==> src/rtl/adcdac_2g_cmd_framer.sv <==
`default_nettype none
// ============================================================================
// adcdac_2g_cmd_framer
//   Sends a 4-byte register command to the UART block and parses the 3-byte reply.
//   Revision: 1.0
// ============================================================================
module adcdac_2g_cmd_framer #(
   parameter int unsigned TIMEOUT_CYCLES = 2500000,
   parameter logic [7:0]  OP_WRITE       = 8'h57,
   parameter logic [7:0]  OP_READ        = 8'h52
) (
   input  logic        fpga_clk,
   input  logic        fpga_rst_n,
   input  logic        cmd_start,
   input  logic        cmd_write,
   input  logic [7:0]  cmd_addr,
   input  logic [15:0] cmd_wdata,
   output logic [7:0]  tx_data,
   output logic        tx_val,
   input  logic        tx_full,
   input  logic [7:0]  rx_data,
   input  logic        rx_val,
   output logic        busy,
   output logic        done,
   output logic [15:0] rsp_data,
   output logic        err_nack,
   output logic        err_timeout,
   output logic [7:0]  stray_count
);

   localparam int unsigned      CNT_W    = (TIMEOUT_CYCLES > 1) ? $clog2(TIMEOUT_CYCLES) : 1;
   localparam logic [CNT_W-1:0] TMO_LAST = CNT_W'(TIMEOUT_CYCLES - 1);
   localparam logic [7:0]       RSP_ACK  = 8'h41;
   localparam logic [7:0]       RSP_NACK = 8'h4E;

   typedef enum logic [2:0] {
      S_IDLE    = 3'd0,
      S_SEND    = 3'd1,
      S_GAP     = 3'd2,
      S_WAIT_R0 = 3'd3,
      S_WAIT_R1 = 3'd4,
      S_WAIT_R2 = 3'd5,
      S_FINISH  = 3'd6
   } state_t;

   state_t           state;
   state_t           next_state;
   logic             op_write;
   logic [7:0]       addr;
   logic [15:0]      wdata;
   logic [1:0]       idx;
   logic             nack_flag;
   logic [7:0]       data_hi;
   logic [CNT_W-1:0] tmo_cnt;
   logic             accept;
   logic             stray;
   logic             tmo_fire;
   logic             tmo_end;
   logic             in_wait;
   logic [7:0]       frame_byte;

   assign tmo_end = (tmo_cnt == TMO_LAST);
   assign in_wait = (state == S_WAIT_R0) || (state == S_WAIT_R1) || (state == S_WAIT_R2);
   assign busy    = (state != S_IDLE) && (state != S_FINISH);
   assign done    = (state == S_FINISH);
   assign tx_data = tx_val ? frame_byte : 8'h00;

   always_comb begin
      frame_byte = 8'h00;
      case (idx)
         2'd0:    frame_byte = op_write ? OP_WRITE : OP_READ;
         2'd1:    frame_byte = addr;
         2'd2:    frame_byte = wdata[15:8];
         default: frame_byte = wdata[7:0];
      endcase
   end

   always_ff @(posedge fpga_clk or negedge fpga_rst_n) begin
      if (!fpga_rst_n) state <= S_IDLE;
      else             state <= next_state;
   end

   // A byte arriving on the timeout cycle takes priority over the timeout.
   always_comb begin
      next_state = state;
      tx_val     = 1'b0;
      accept     = 1'b0;
      stray      = 1'b0;
      tmo_fire   = 1'b0;
      case (state)
         S_IDLE: begin
            stray = rx_val;
            if (cmd_start) begin
               accept     = 1'b1;
               next_state = S_SEND;
            end
         end
         S_SEND: begin
            stray = rx_val;
            if (!tx_full) begin
               tx_val     = 1'b1;
               next_state = S_GAP;
            end
         end
         S_GAP: begin
            stray      = rx_val;
            next_state = (idx == 2'd3) ? S_WAIT_R0 : S_SEND;
         end
         S_WAIT_R0: begin
            if (rx_val) begin
               if (rx_data == RSP_ACK || rx_data == RSP_NACK) next_state = S_WAIT_R1;
               else                                          stray      = 1'b1;
            end else if (tmo_end) begin
               tmo_fire   = 1'b1;
               next_state = S_FINISH;
            end
         end
         S_WAIT_R1: begin
            if (rx_val) begin
               next_state = S_WAIT_R2;
            end else if (tmo_end) begin
               tmo_fire   = 1'b1;
               next_state = S_FINISH;
            end
         end
         S_WAIT_R2: begin
            if (rx_val || tmo_end) begin
               tmo_fire   = !rx_val;
               next_state = S_FINISH;
            end
         end
         S_FINISH: begin
            stray      = rx_val;
            next_state = S_IDLE;
         end
         default: next_state = S_IDLE;
      endcase
   end

   always_ff @(posedge fpga_clk or negedge fpga_rst_n) begin
      if (!fpga_rst_n) begin
         op_write    <= 1'b0;
         addr        <= 8'h00;
         wdata       <= 16'h0000;
         idx         <= 2'd0;
         nack_flag   <= 1'b0;
         data_hi     <= 8'h00;
         tmo_cnt     <= '0;
         rsp_data    <= 16'h0000;
         err_nack    <= 1'b0;
         err_timeout <= 1'b0;
         stray_count <= 8'h00;
      end else begin
         if (accept) begin
            op_write    <= cmd_write;
            addr        <= cmd_addr;
            wdata       <= cmd_wdata;
            idx         <= 2'd0;
            nack_flag   <= 1'b0;
            err_nack    <= 1'b0;
            err_timeout <= 1'b0;
         end
         if (state == S_GAP) begin
            if (idx == 2'd3) tmo_cnt <= '0;
            else             idx     <= idx + 2'd1;
         end else if (in_wait && !tmo_end) begin
            tmo_cnt <= tmo_cnt + 1'b1;
         end
         if (state == S_WAIT_R0 && rx_val) begin
            if (rx_data == RSP_NACK)     nack_flag <= 1'b1;
            else if (rx_data == RSP_ACK) nack_flag <= 1'b0;
         end
         if (state == S_WAIT_R1 && rx_val) data_hi <= rx_data;
         if (state == S_WAIT_R2 && rx_val) begin
            rsp_data <= {data_hi, rx_data};
            err_nack <= nack_flag;
         end
         if (tmo_fire) err_timeout <= 1'b1;
         if (stray && stray_count != 8'hFF) stray_count <= stray_count + 8'h01;
      end
   end

endmodule
`default_nettype wire
==> config.mk <==
export PLATFORM = sky130hd
export DESIGN_NAME = adcdac_2g_cmd_framer
export DESIGN_NICKNAME = d
export VERILOG_FILES = /design/src/rtl/adcdac_2g_cmd_framer.sv
export SDC_FILE = /design/constraint.sdc
export NUM_CORES = 1
export LEC_CHECK = 0
export CORE_UTILIZATION = 50
export DETAILED_ROUTE_END_ITERATION = 16
export MAX_ROUTING_LAYER = met4
export PLACE_DENSITY = 0.75
export SLEW_MARGIN = 20
export SYNTH_ARGS = -nofsm -noshare
export SYNTH_HDL_FRONTEND = slang
export SYNTH_SLANG_ARGS = --single-unit
==> constraint.sdc <==
create_clock -name fpga_clk -period 2.8 [get_ports fpga_clk]
set_input_delay 0.7 -clock fpga_clk [delete_from_list [all_inputs] [get_ports fpga_clk]]
set_output_delay 0.7 -clock fpga_clk [all_outputs]
set_load 0.02 [all_outputs]
## Word level (Yosys, flattened, before mapping)

Index checks and enable logic that the tools add are counted.

| operators by class | value |
|---|---|
| equal/unequal tests | 19 |
| multiplexer cells | 36 |
| reductions and logical operators | 22 |
| $add $sub $neg | 3 |

Operators by type and width:

| cell | number |
|---|---|
| two-way mux 22 bit | 3 |
| two-way mux 3 bit | 8 |
| one-hot mux 8 bit (3 select lines) | 1 |
| adder 22 x 1 -> 22 bit (second input constant) | 1 |
| equality test 22 bit (second input constant) | 1 |
| one-hot mux 3 bit (6 select lines) | 1 |
| equality test 8 x 7 -> 1 bit (second input constant) | 2 |
| two-way mux 1 bit | 16 |
| equality test 3 bit (second input constant) | 3 |
| adder 8 x 1 -> 8 bit (second input constant) | 1 |
| two-way mux 2 bit | 4 |
| two-way mux 8 bit | 1 |
| != test 8 bit (second input constant) | 1 |
| equality test 3 x 2 -> 1 bit (second input constant) | 2 |
| logical AND 1 bit | 6 |
| != test 2 bit (second input constant) | 3 |
| nonzero test 2 bit | 3 |
| equality test 2 bit (second input constant) | 2 |
| logical OR 1 bit | 4 |
| one-hot mux 1 bit (2 select lines) | 2 |
| AND reduction 4 bit | 1 |
| OR reduction 4 bit | 1 |
| equality test 3 x 1 -> 1 bit (second input constant) | 1 |
| zero test 3 bit | 1 |
| 10 further kinds | 11 |

| storage, ports and cells | value |
|---|---|
| output and inout bits | 37 |
| input bits | 38 |
| register bits | 87 |
| word-level logic and storage cells | 92 |

## Logic depth before layout (Yosys ltp)

| depth | value |
|---|---|
| depth after elaboration | 6 |
| mapped depth | 7 |
| mapped depth without buffers | 6 |

## Worst setup path before layout

No wires, ideal clock.

| timing path | value |
|---|---|
| path type | in2out |
| start point | input tx_full |
| end point | output tx_data[6] |
| path buffers | 0 |
| cell stages on the path | 3 |
| path slack | 499 ps |
| data arrival time | 1,601 ps |
| required time | 2,100 ps |
| cells stage by stage | nor2b_1 > nand2_1 > a221oi_1 |

| on the way | value |
|---|---|
| word-level cells in the longest chain between the ends | 3 |

Ends and longest elaborated chain:

| item | line | text |
|---|---|---|
| start, declared | 20 | `input logic tx_full,` |
| two-way mux 1 bit | 100 | `if (!tx_full) begin` |
| two-way mux 1 bit | 90 | `case (state)` |
| two-way mux 8 bit | 66 | `assign tx_data = tx_val ? frame_byte : 8'h00;` |
| end, declared | 18 | `output logic [7:0] tx_data,` |

No other way between the ends.

## Worst setup path in the final report

| timing path | value |
|---|---|
| start point | register idx[0] |
| end point | output tx_data[0] |

| on the way | value |
|---|---|
| word-level cells in the longest chain between the ends | 3 |
| elaborated cells between the ends (all ways) | 5 |
| classes of those cells | 2 x eq/ne; 2 x mux; 1 x reduce/logical |

Ends and longest elaborated chain:

| item | line | text |
|---|---|---|
| start, declared | 51 | `logic [1:0] idx;` |
| start signal, assigned | 165 | `else idx <= idx + 2'd1;` |
| equality test 2 bit, or another cell as far along | 70 | `case (idx)` |
| one-hot mux 8 bit (3 select lines) * | 70 |  |
| two-way mux 8 bit * | 66 |  |

Mark *: on every way between the ends. The rest lies on a longest branch, timed or not.

==> results.tsv <==
stage	metric	value	unit
synthesis	yosys-top-cells-area	dfrtp_1, nand2_1, mux2_2, xnor2_1, nor2_1	
layout	drive_above_1_share	15.4	%
synthesis	synth.avg_cell_area	9.92	um^2
floorplanning	core_area	8180	um^2
synthesis	ys.flop_type	dfrtp_1	
timing	relSlewSlack	40.7	%
global_route	grt_pass1_vias	3152	
timing	layout_setup_ws	0.0999	ns
synthesis	ys_seq_area_share	52.0	%
timing	clock.fmax	370	MHz
floorplanning	rows	33	
cts	clk_latency	0.35	ns
synthesis	synth-seq-cells	87	
detailed_routing	antenna_left	0	
synthesis	yosys_warnings	0	
synthesis	synth.distinct_cells	55	
cts	root_buffer	clkbuf_8	
synthesis	syn_area	4190	um^2
global_route	track_usage	22.3	%
detailed_routing	vias	3335	
pwr	power.share.switching	37.2	%
global_route	grt_overflow	0	
timing	setup_viol	0	
synthesis	netlist_instances	422	
placement	placed_area	5120	um^2
pwr	total_power	0.00466	W
pwr	seq_power_share	41.7	%
timing	drv_slew	0	
layout	diodes	0	
run_status	outcome	finished clean	
detailed_routing	detail_route.vias_per_cell	5.41	
global_route	grt_pass1_wl	14.7	mm
cts	clock_path_buffers	2	
floorplanning	dieWidth	93.5	um
cts	cts.htree.levels	3	
synthesis	synthArstFlopShare	100	%
synthesis	syn-num-nets	466	
worst_setup_path	critPathMaxFanout	5	
global_route	antenna_found_initial	0	
timing	rsz0062_at_grt	false	
pwr	pwr-share-clk	16.3	%
floorplanning	start_util	51.2	%
worst_setup_path	path_class	reg -> out	
synthesis	synth_top_area_cell	dfrtp_1	
timing	worst_slew_pin_slew	0.885	ns
floorplanning	die_area	8750	um^2
placement	portBuffers	74	
placement	place_ws	-0.220	ns
layout	fin_area	5280	um^2
placement	hpwl	6.28	mm
hold_path	hp-class	in -> async	
worst_setup_path	required	2.10	ns
placement	place_congestion	0.807	
timing	final.setup.tns	0	ns
detailed_routing	routed_wl	9.00	mm
worst_setup_path	ff2ff_setup_slack	0.71	ns
cts	cts.sinks	87	
cts	clkSlewWorstSetupHoldPaths	0.08	ns
timing	fin_crit_sh	96.4	%
detailed_routing	route.detailed.drc	0	
global_route	grt_max_degree	52	
cts	cts_hold_buffers	0	
cts	cts_buffers	9	
pwr	ir_drop	0.492	mV
worst_setup_path	arrival	2.00	ns
pwr	leakagePower	2.37	nW
timing	hold_viol_final	0	
floorplanning	die_height	93.5	um
pwr	cellInternalPower	0.00293	W
cts	cts_tree	built	
pwr	power_switching	0.00174	W
job	cap_violations	0	
detailed_routing	drt_iter0_drc	231	
synthesis	synth_top_cell_area_share	52.0	%
pwr	combinationalPowerShare	42.0	%
timing	period_minus_slack	2.70	ns
floorplanning	ios	75	
synthesis	synth-edff-count	0	
layout	finalNetCount	552	
worst_setup_path	crit_path_end_kind	primary output	
detailed_routing	wl_per_cell	14.6	um
layout	area_delta_synth_final	26.1	%
timing	clock_skew	0.00555	ns
detailed_routing	drt-pass1-iter-count	4	
worst_setup_path	critPathLaunchType	flip-flop	
pwr	p_per_area	883	nW/um^2
[layer usage]
metal  routed length [um]  up-vias  GRT usage, %
met4                  106        0          6.03
met1                 4200     1595          29.2
li1                     -     1633             -
met2                 4160       94          34.1
met5                    0        -             -
met3                  542       13          6.59
[logic make-up (layout without fill, tap and decap cells)]
| kind of cell | count (synthesis) | count (layout) | share of synthesized area, % |
|---|---|---|---|
| adders and majority gates | 6 | 6 | 1.79 |
| xor gates and xnor gates | 19 | 19 | 3.97 |
| muxes | 31 | 31 | 8.37 |
| AOI/OAI and AO/OA | 52 | 52 | 8.52 |
| buffers and inverters | 29 | 119 | 2.96 |
| and+or+nand+nor | 198 | 198 | 22.4 |
| DFF | 87 | 87 | 52.0 |
[cell usage in the layout, fill, tap and decap left out, types with 3 or more instances in the layout]
cell             Yosys  layout
nand2_1             97      97
nand3_1              7       7
dfrtp_1             87      87
a221o_1              3       3
nor2_1              38      38
ha_2                 0       3
nand2b_1             3       3
mux2_2              24      24
clkdlybuf4s50_1      0      64
or3_1                4       4
and4_1               3       3
nand4_1              6       6
clkbuf_2             0       5
nor2b_1              3       3
o211ai_1             3       3
buf_4                1      18
a21oi_1              8       8
nor3_1              10      10
o21ai_0             16      16
mux2i_1              5       5
o31ai_1              3       3
clkinv_2             0       3
inv_1               12      10
a221oi_1             4       4
nor4_1               6       6
and2_1               3       3
xnor2_1             18      18
clkbuf_8             0      10
[sequential cells by signal (all words and copies together) (netlist names)]
signal       cells
rsp_data        16
wdata           16
tmo_cnt         22
addr             8
stray_count      8
state            3
op_write         1
data_hi          8
err_nack         1
err_timeout      1
idx              2
nack_flag        1
[synthesized netlist by cell type (3+ instances only)]
master	number
clkbuf_1	10
nor2b_1	3
nor3_1	10
ha_1	6
nor2_1	38
nand3_1	7
inv_1	12
a221o_1	3
nor4_1	6
o31ai_1	3
o21ai_0	16
o211ai_1	3
mux2i_1	5
and2_1	3
a21oi_1	8
dfrtp_1	87
a221oi_1	4
buf_2	3
nand4_1	6
and4_1	3
nand2b_1	3
or3_1	4
xnor2_1	18
nand2_1	97
mux2_2	24
[worst max-delay path, cell delays in order (launching register included)]
cell	delay, ns
dfrtp_1	0.42
inv_2	0.08
ha_2	0.23
a222oi_1	0.42
nand2_1	0.08
o21ai_0	0.09
nor2_1	0.05
clkdlybuf4s15_1	0.28
[final timing paths]
kind / from / to / depth (start not counted)
hold reg to reg: wdata[3]$_DFFE_PN0P_ / wdata[3]$_DFFE_PN0P_ / 2
setup / recovery: idx[0]$_DFF_PN0_ / tx_data[0] / 7
min in group fpga_clk: wdata[3]$_DFFE_PN0P_ / wdata[3]$_DFFE_PN0P_ / 2
setup reg to reg: state[0]$_DFFE_PN0P_ / tmo_cnt[17]$_DFFE_PN0P_ / 6
hold / removal: fpga_rst_n / wdata[15]$_DFFE_PN0P_ / 1
max in group asynchronous: fpga_rst_n / data_hi[3]$_DFFE_PN0P_ / 2
[area by class of cell]
type	instances	area, um^2
sequential	87	2180
inverter	12	45.0
clock buffer	11	141
timing repair buffer	92	858
fill	646	2890
multi-input combinational	306	1910
clock inverter	4	22.5
tap	105	131
[repair_timing]
| item | in CTS | in global routing |
|---|---|---|
| pin swaps | 0 | 2 |
| endpoints found under the setup margin | 9 | 8 |
| gates resized for setup | 11 | 19 |
| buffers inserted | 0 | 1 |
[metrics by stage]
stage | util, % | hold slack [ns] | instances
2_1_floorplan | - | 0.404 | 422
3_3_place_gp | 62.6 | 0.454 | 601
3_5_place_dp | 62.6 | 0.457 | 601
4_1_cts | 64.5 | 0.310 | 616
5_1_grt | 64.6 | 0.326 | 617
6_report | 64.6 | 0.304 | 617
[power by group through the flow]
stage          Combinational, W  Sequential [W]  Clock, W
6_report                0.00196         0.00194  0.000762
5_1_grt                 0.00216         0.00200  0.000836
4_1_cts                 0.00195         0.00194  0.000783
3_5_place_dp            0.00196         0.00196         0
3_3_place_gp            0.00192         0.00193         0
2_1_floorplan           0.00107         0.00207         0
No activity file was read; power rests on OpenSTA's default activity.
==> patch 1 (same settings) <==
Encoding of `state_t`: now one-hot (7 bits for 7 states).
--- a/src/rtl/adcdac_2g_cmd_framer.sv
+++ b/src/rtl/adcdac_2g_cmd_framer.sv
@@ -34,12 +34,12 @@
    localparam logic [7:0]       RSP_NACK = 8'h4E;
 
-   typedef enum logic [2:0] {
-      S_IDLE    = 3'd0,
-      S_SEND    = 3'd1,
-      S_GAP     = 3'd2,
-      S_WAIT_R0 = 3'd3,
-      S_WAIT_R1 = 3'd4,
-      S_WAIT_R2 = 3'd5,
-      S_FINISH  = 3'd6
+   typedef enum logic [6:0] {
+      S_IDLE    = 7'b0000001,
+      S_SEND    = 7'b0000010,
+      S_GAP     = 7'b0000100,
+      S_WAIT_R0 = 7'b0001000,
+      S_WAIT_R1 = 7'b0010000,
+      S_WAIT_R2 = 7'b0100000,
+      S_FINISH  = 7'b1000000
    } state_t;
 
Behaviour: same outputs for any inputs over 10 cycles, from zero or initial values and one cycle with fpga_rst_n low; not proved beyond that.
==> patch 1 against the unedited design <==
  * The run now ends with DRC left
  * Synthesized cell count down 1.9%
  * Clock power up 42%
  * Design area up 10%
  * Sequential cell count up 4
  * Sequential share of layout area down 2.1 points
  * Power down 12%
  * Clock skew up 5.3 ps
  * Final cell count down 0.49%
  * Worst setup slack worse by 27 ps
  * Routed wire length up 13%
  * Global-route usage up 0.22 points
  * Synthesized area up 9.8%
  * Hold slack worse by 34 ps
==> patch 1: results (changes against the unedited design) <==
- Data arrival time of the critical path: 2030 ps (+30 ps)
- Adder-cell area share of the yosys netlist: 0.01851 (+0.0005819)
- Average wire length per cell after detail routing: 16.59 um (+14%)
- Part of the total power dissipated in sequential elements: 0.438 (+0.021)
- Share of final-layout standard cells stronger than drive strength 1: 0.2609 (+0.1066)
- NetSw: 1.290 mW (-26%)
- First-pass GRT wire length: 16780 um (+14%)
- Global-route met2 utilization: 0.3597 (+0.01840)
- Pin count of the biggest net entering global routing: 33 (-37%)
- Net count after synthesis: 458 (-1.7%)
- H-tree depth: 3 (unchanged)
- Xor/xnor share of the synthesized area: 0.02286 (-0.01687)
- Worst-path maximum fanout: 8 (+3)
- Length of routed wiring on met1: 4645 um (+11%)
- Met2 WL: 5046 um (+21%)
- Sw frac: 0.3154 (-0.05678)
- Lkg Pwr: 2.581 nW (+9.1%)
- Routability congestion estimate: 0.8249 (+2.3%)
- Max IR drop VDD: 0.0004687 V (-4.7%)
- Clock group share of total power: 0.264 (+0.101)
- Die ar.: 9581 um^2 (+9.6%)
- Pin slew with the least headroom to its limit: 546.5 ps (-338.8 ps)
- Setup slack of the worst register-to-register path: 290 ps (-420 ps)
- Failing checks: DRC
- Run status: finished with violations
- Met3 Resource Use GR: 0.03651 (-0.02935)
- Sequential element share of the synthesized area: 0.4956 (-0.02422)
- Via count of the first global-routing pass: 3538 (+12%)
- Filler cell count in the final layout: 727 (+13%)
- Post-synthesis cell type count: 66 (+20%)
- Post-synthesis compound-gate area fraction: 0.1154 (+0.03025)
- Initial DRT Pass Iterations: 11 (+7)
- DRC violations left: 1 (+1)
- Beginning of the worst register-to-register path: state[3]
- Post-detail-place hpwl: 7329 um (+17%)
- Highest layer used for signal routing: met4
- Worst hold path class: in2async
- Clock Skews: 10.89 ps (+5.340 ps)
- Ranking of synthesized cells by area: sky130_fd_sc_hd__dfrtp_1 (49%), sky130_fd_sc_hd__mux2_2 (13%), sky130_fd_sc_hd__nor2_1 (2.6%)
- Total Routing Usage GR: 0.2255 (+0.002159)
- Top cells by count, synth: sky130_fd_sc_hd__dfrtp_1 (90), sky130_fd_sc_hd__mux2_2 (52), sky130_fd_sc_hd__nor2_1 (32), sky130_fd_sc_hd__nand2_1 (21)
- Iteration-0 DRC Markers: 163 (-29%)
- Capture point of the critical path: tx_data[6]
- Met1 usage: 0.2881 (-0.003907)
- Met3 layer wire length in the routed design: 304 um (-44%)
- Multiplexer share of the synthesized area: 0.1339 (+0.05026)
- Final #Nets: 545 (-1.3%)
- Detailed-route via count: 3604 (+8.1%)
- Biggest registers after layout: tmo_cnt x22, rsp_data x16, wdata x16
- Worst r2r dst: stray_count[1]
- Slowest Stage Delay on Critical Path: 440 ps (+20 ps)
[patch 1: cell type report]
class | count | area share
flip-flops and latches | 91 | 0.3909
multi-input cells | 288 | 0.3816
repair buffers | 101 | 0.1556
well taps | 108 | 0.02318
clock buffers | 9 | 0.02125
clock inverters | 7 | 0.02103
inverters | 10 | 0.006439
[patch 1: repair_timing]
| action | CTS | global route |
|---|---|---|
| setup buffers | 0 | 2 |
| pin swaps | 1 | 2 |
| setup endpoints to repair | 11 | 8 |
| resized for setup | 18 | 18 |
[patch 1: logic make-up (layout without fill, tap and decap cells)]
logic type	after synthesis	in the layout
AO/OA/AOI/OAI	73	73
XOR/XNOR	12	12
adder cells (fa/ha/maj)	7	7
buffers and inverters	35	127
flip-flops	91	91
multiplexers	55	55
AND/OR/NAND/NOR	141	141
[patch 1: worst min path at each step]
| stage | from | end | slack [ps] | cells after the start |
|---|---|---|---|---|
| floorplan | fpga_rst_n | addr[0] | 400 | 0 |
| global placement | stray_count[4] | stray_count[4] | 470 | 1 |
| detailed placement | stray_count[4] | stray_count[4] | 490 | 1 |
| CTS | fpga_rst_n | tmo_cnt[19] | 270 | 1 |
| global route | fpga_rst_n | tmo_cnt[21] | 290 | 1 |
| finish | fpga_rst_n | tmo_cnt[19] | 270 | 1 |
[patch 1: through the flow]
stage                     utilization  cells  setup TNS, ps  instance area [um^2]  setup WS (ps)
final                          0.6620    614              0                  5829          73.29
after global routing           0.6620    614         -40.90                  5829         -21.45
after floorplan                     -    414              0                  4597          278.0
after global placement         0.6296    596          -2251                  5544         -261.7
after detailed placement       0.6296    596          -2481                  5544         -291.4
after CTS                      0.6590    612              0                  5803          8.263
==> patch 2 (same settings) <==
Without the edit above. Change the parameter `TIMEOUT_CYCLES` from 2500000 to 5000000.
--- a/src/rtl/adcdac_2g_cmd_framer.sv
+++ b/src/rtl/adcdac_2g_cmd_framer.sv
@@ -6,5 +6,5 @@
 // ============================================================================
 module adcdac_2g_cmd_framer #(
-   parameter int unsigned TIMEOUT_CYCLES = 2500000,
+   parameter int unsigned TIMEOUT_CYCLES = 5000000,
    parameter logic [7:0]  OP_WRITE       = 8'h57,
    parameter logic [7:0]  OP_READ        = 8'h52
Behaviour: no difference found for any inputs over 10 cycles, from zero or initial values and one cycle with fpga_rst_n low; that may be too few to reach the edited logic, so the function may still have changed.
==> patch 2 against the unedited design <==
  * Worst setup slack worse by 55 ps
  * Design area up 2.9%
  * Routed wire length up 5.3%
  * Utilization up 0.89 points
  * Sequential share of layout area down 0.68 points
  * Power up 5.4%
  * Synthesized area up 3.1%
  * First-iteration DRC count down 17%
  * Clock power up 18%
  * Die area up 3.1%
  * Hold slack worse by 47 ps
  * Count of clock-buffer cells in the layout down 1
  * Critical path depth down 1
  * Sequential cell count up 1
  * Critical path type is now in2out
  * Critical endpoint is now tx_data[2]
  * Largest power group is now registers
  * Highest routed layer unchanged
==> patch 2: results (changes against the unedited design) <==
- Global-route met2 utilization: 0.3513 (+0.01002)
- Run status: finished clean
- Share of final-layout standard cells stronger than drive strength 1: 0.1578 (+0.003498)
- Length of routed wiring on met1: 4509 um (+7.4%)
- Power attributed to combinational cells: 2.00 mW (+2%)
- Post-synthesis cell type count: 57 (+3.6%)
- Clock buffers: 10 (-1)
- Biggest registers after layout: tmo_cnt x23, rsp_data x16, wdata x16
- Final Cell Area: 5436 um^2 (+2.9%)
- Met3 Resource Use GR: 0.03221 (-0.03365)
- Worst-path maximum fanout: 8 (+3)
- Adder-cell area share of the yosys netlist: 0.01738 (-0.0005453)
- Total Routing Usage GR: 0.2307 (+0.007411)
- Gate count after technology mapping: 435 (+3.1%)
- Ranking of synthesized cells by area: sky130_fd_sc_hd__dfrtp_1 (51%), sky130_fd_sc_hd__nand2_1 (9.0%), sky130_fd_sc_hd__mux2_2 (6.8%)
- Capture point of the critical path: tx_data[2]
- Fraction of standard cell area in multi-input logic: 0.3673 (+0.006354)
- Layout clock area frac: 0.03751 (+0.006486)
- Sw frac: 0.3772 (+0.005070)
- Worst hold slack: 256.5 ps (-47.50 ps)
- Placed instance area: 5218 um^2 (+1.9%)
- Multiplexer share of the synthesized area: 0.09096 (+0.007305)
- Area overhead of the layout relative to synthesis: 25.87%
- Top cells by count, synth: sky130_fd_sc_hd__nand2_1 (104), sky130_fd_sc_hd__dfrtp_1 (88), sky130_fd_sc_hd__nor2_1 (27), sky130_fd_sc_hd__mux2_2 (26), sky130_fd_sc_hd__nand3_1 (26)
- Pin count of the biggest net entering global routing: 32 (-38%)
- Iteration-0 DRC Markers: 191 (-17%)
- Worst setup path start: tx_full
- Multi-input combinational cell count: 318 (+3.9%)
- Fraction of standard cell area that is sequential: 0.4053 (-0.006834)
- Data arrival time of the critical path: 2060 ps (+60 ps)
- Max stage delay cell, worst path: sky130_fd_sc_hd__clkdlybuf4s50_1
- Net count after synthesis: 479 (+2.8%)
- Count of placed standard cells in the final layout, fillers left out: 631 (+2.3%)
- Non-clock inverter instance count of the final layout: 11 (-1)
- Buffers, non-clock: 93 (+1.1%)
- Met2 WL: 4541 um (+9.3%)
- Beginning of the worst register-to-register path: tmo_cnt[13]
- Max IR drop VDD: 0.0004753 V (-3.4%)
- Flip-flop and latch count: 88 (+1.1%)
- Routability congestion estimate: 0.8832 (+9.5%)
- Family of cells with the greatest summed delay on the critical path: buffers and inverters
- Met3 layer wire length in the routed design: 287 um (-47%)
- Post-detail-place hpwl: 6734 um (+7.2%)
- First-pass GRT wire length: 15700 um (+7.0%)
- Met1 usage: 0.3157 (+0.02376)
- Pin slew with the least headroom to its limit: 692.2 ps (-193.1 ps)
- Sequential element share of the synthesized area: 0.5098 (-0.01002)
patch 2: cell count changes after synthesis, moves of 8 or more:
cell	delta
sky130_fd_sc_hd__a21oi_1	+10
sky130_fd_sc_hd__nand3_1	+19
sky130_fd_sc_hd__nor2_1	-11
sky130_fd_sc_hd__xnor2_1	-8
patch 2: repair_timing:
action                                  in CTS  in global routing
pin swaps                                    0                  2
endpoints found under the setup margin       9                  5
resized for setup                           11                 13
buffers inserted                             1                  1
patch 2: per-stage QoR:
stage	TNS, ps	utilization	setup WS [ps]	power (mW)
after global placement	-1775	0.6287	-257.6	3.952
after floorplan	0	-	467.5	3.270
after detailed placement	-1882	0.6287	-251.3	4.013
after global routing	-90.53	0.6551	-70.17	5.268
final	0	0.6551	44.47	4.918
after CTS	0	0.6534	10.21	4.913
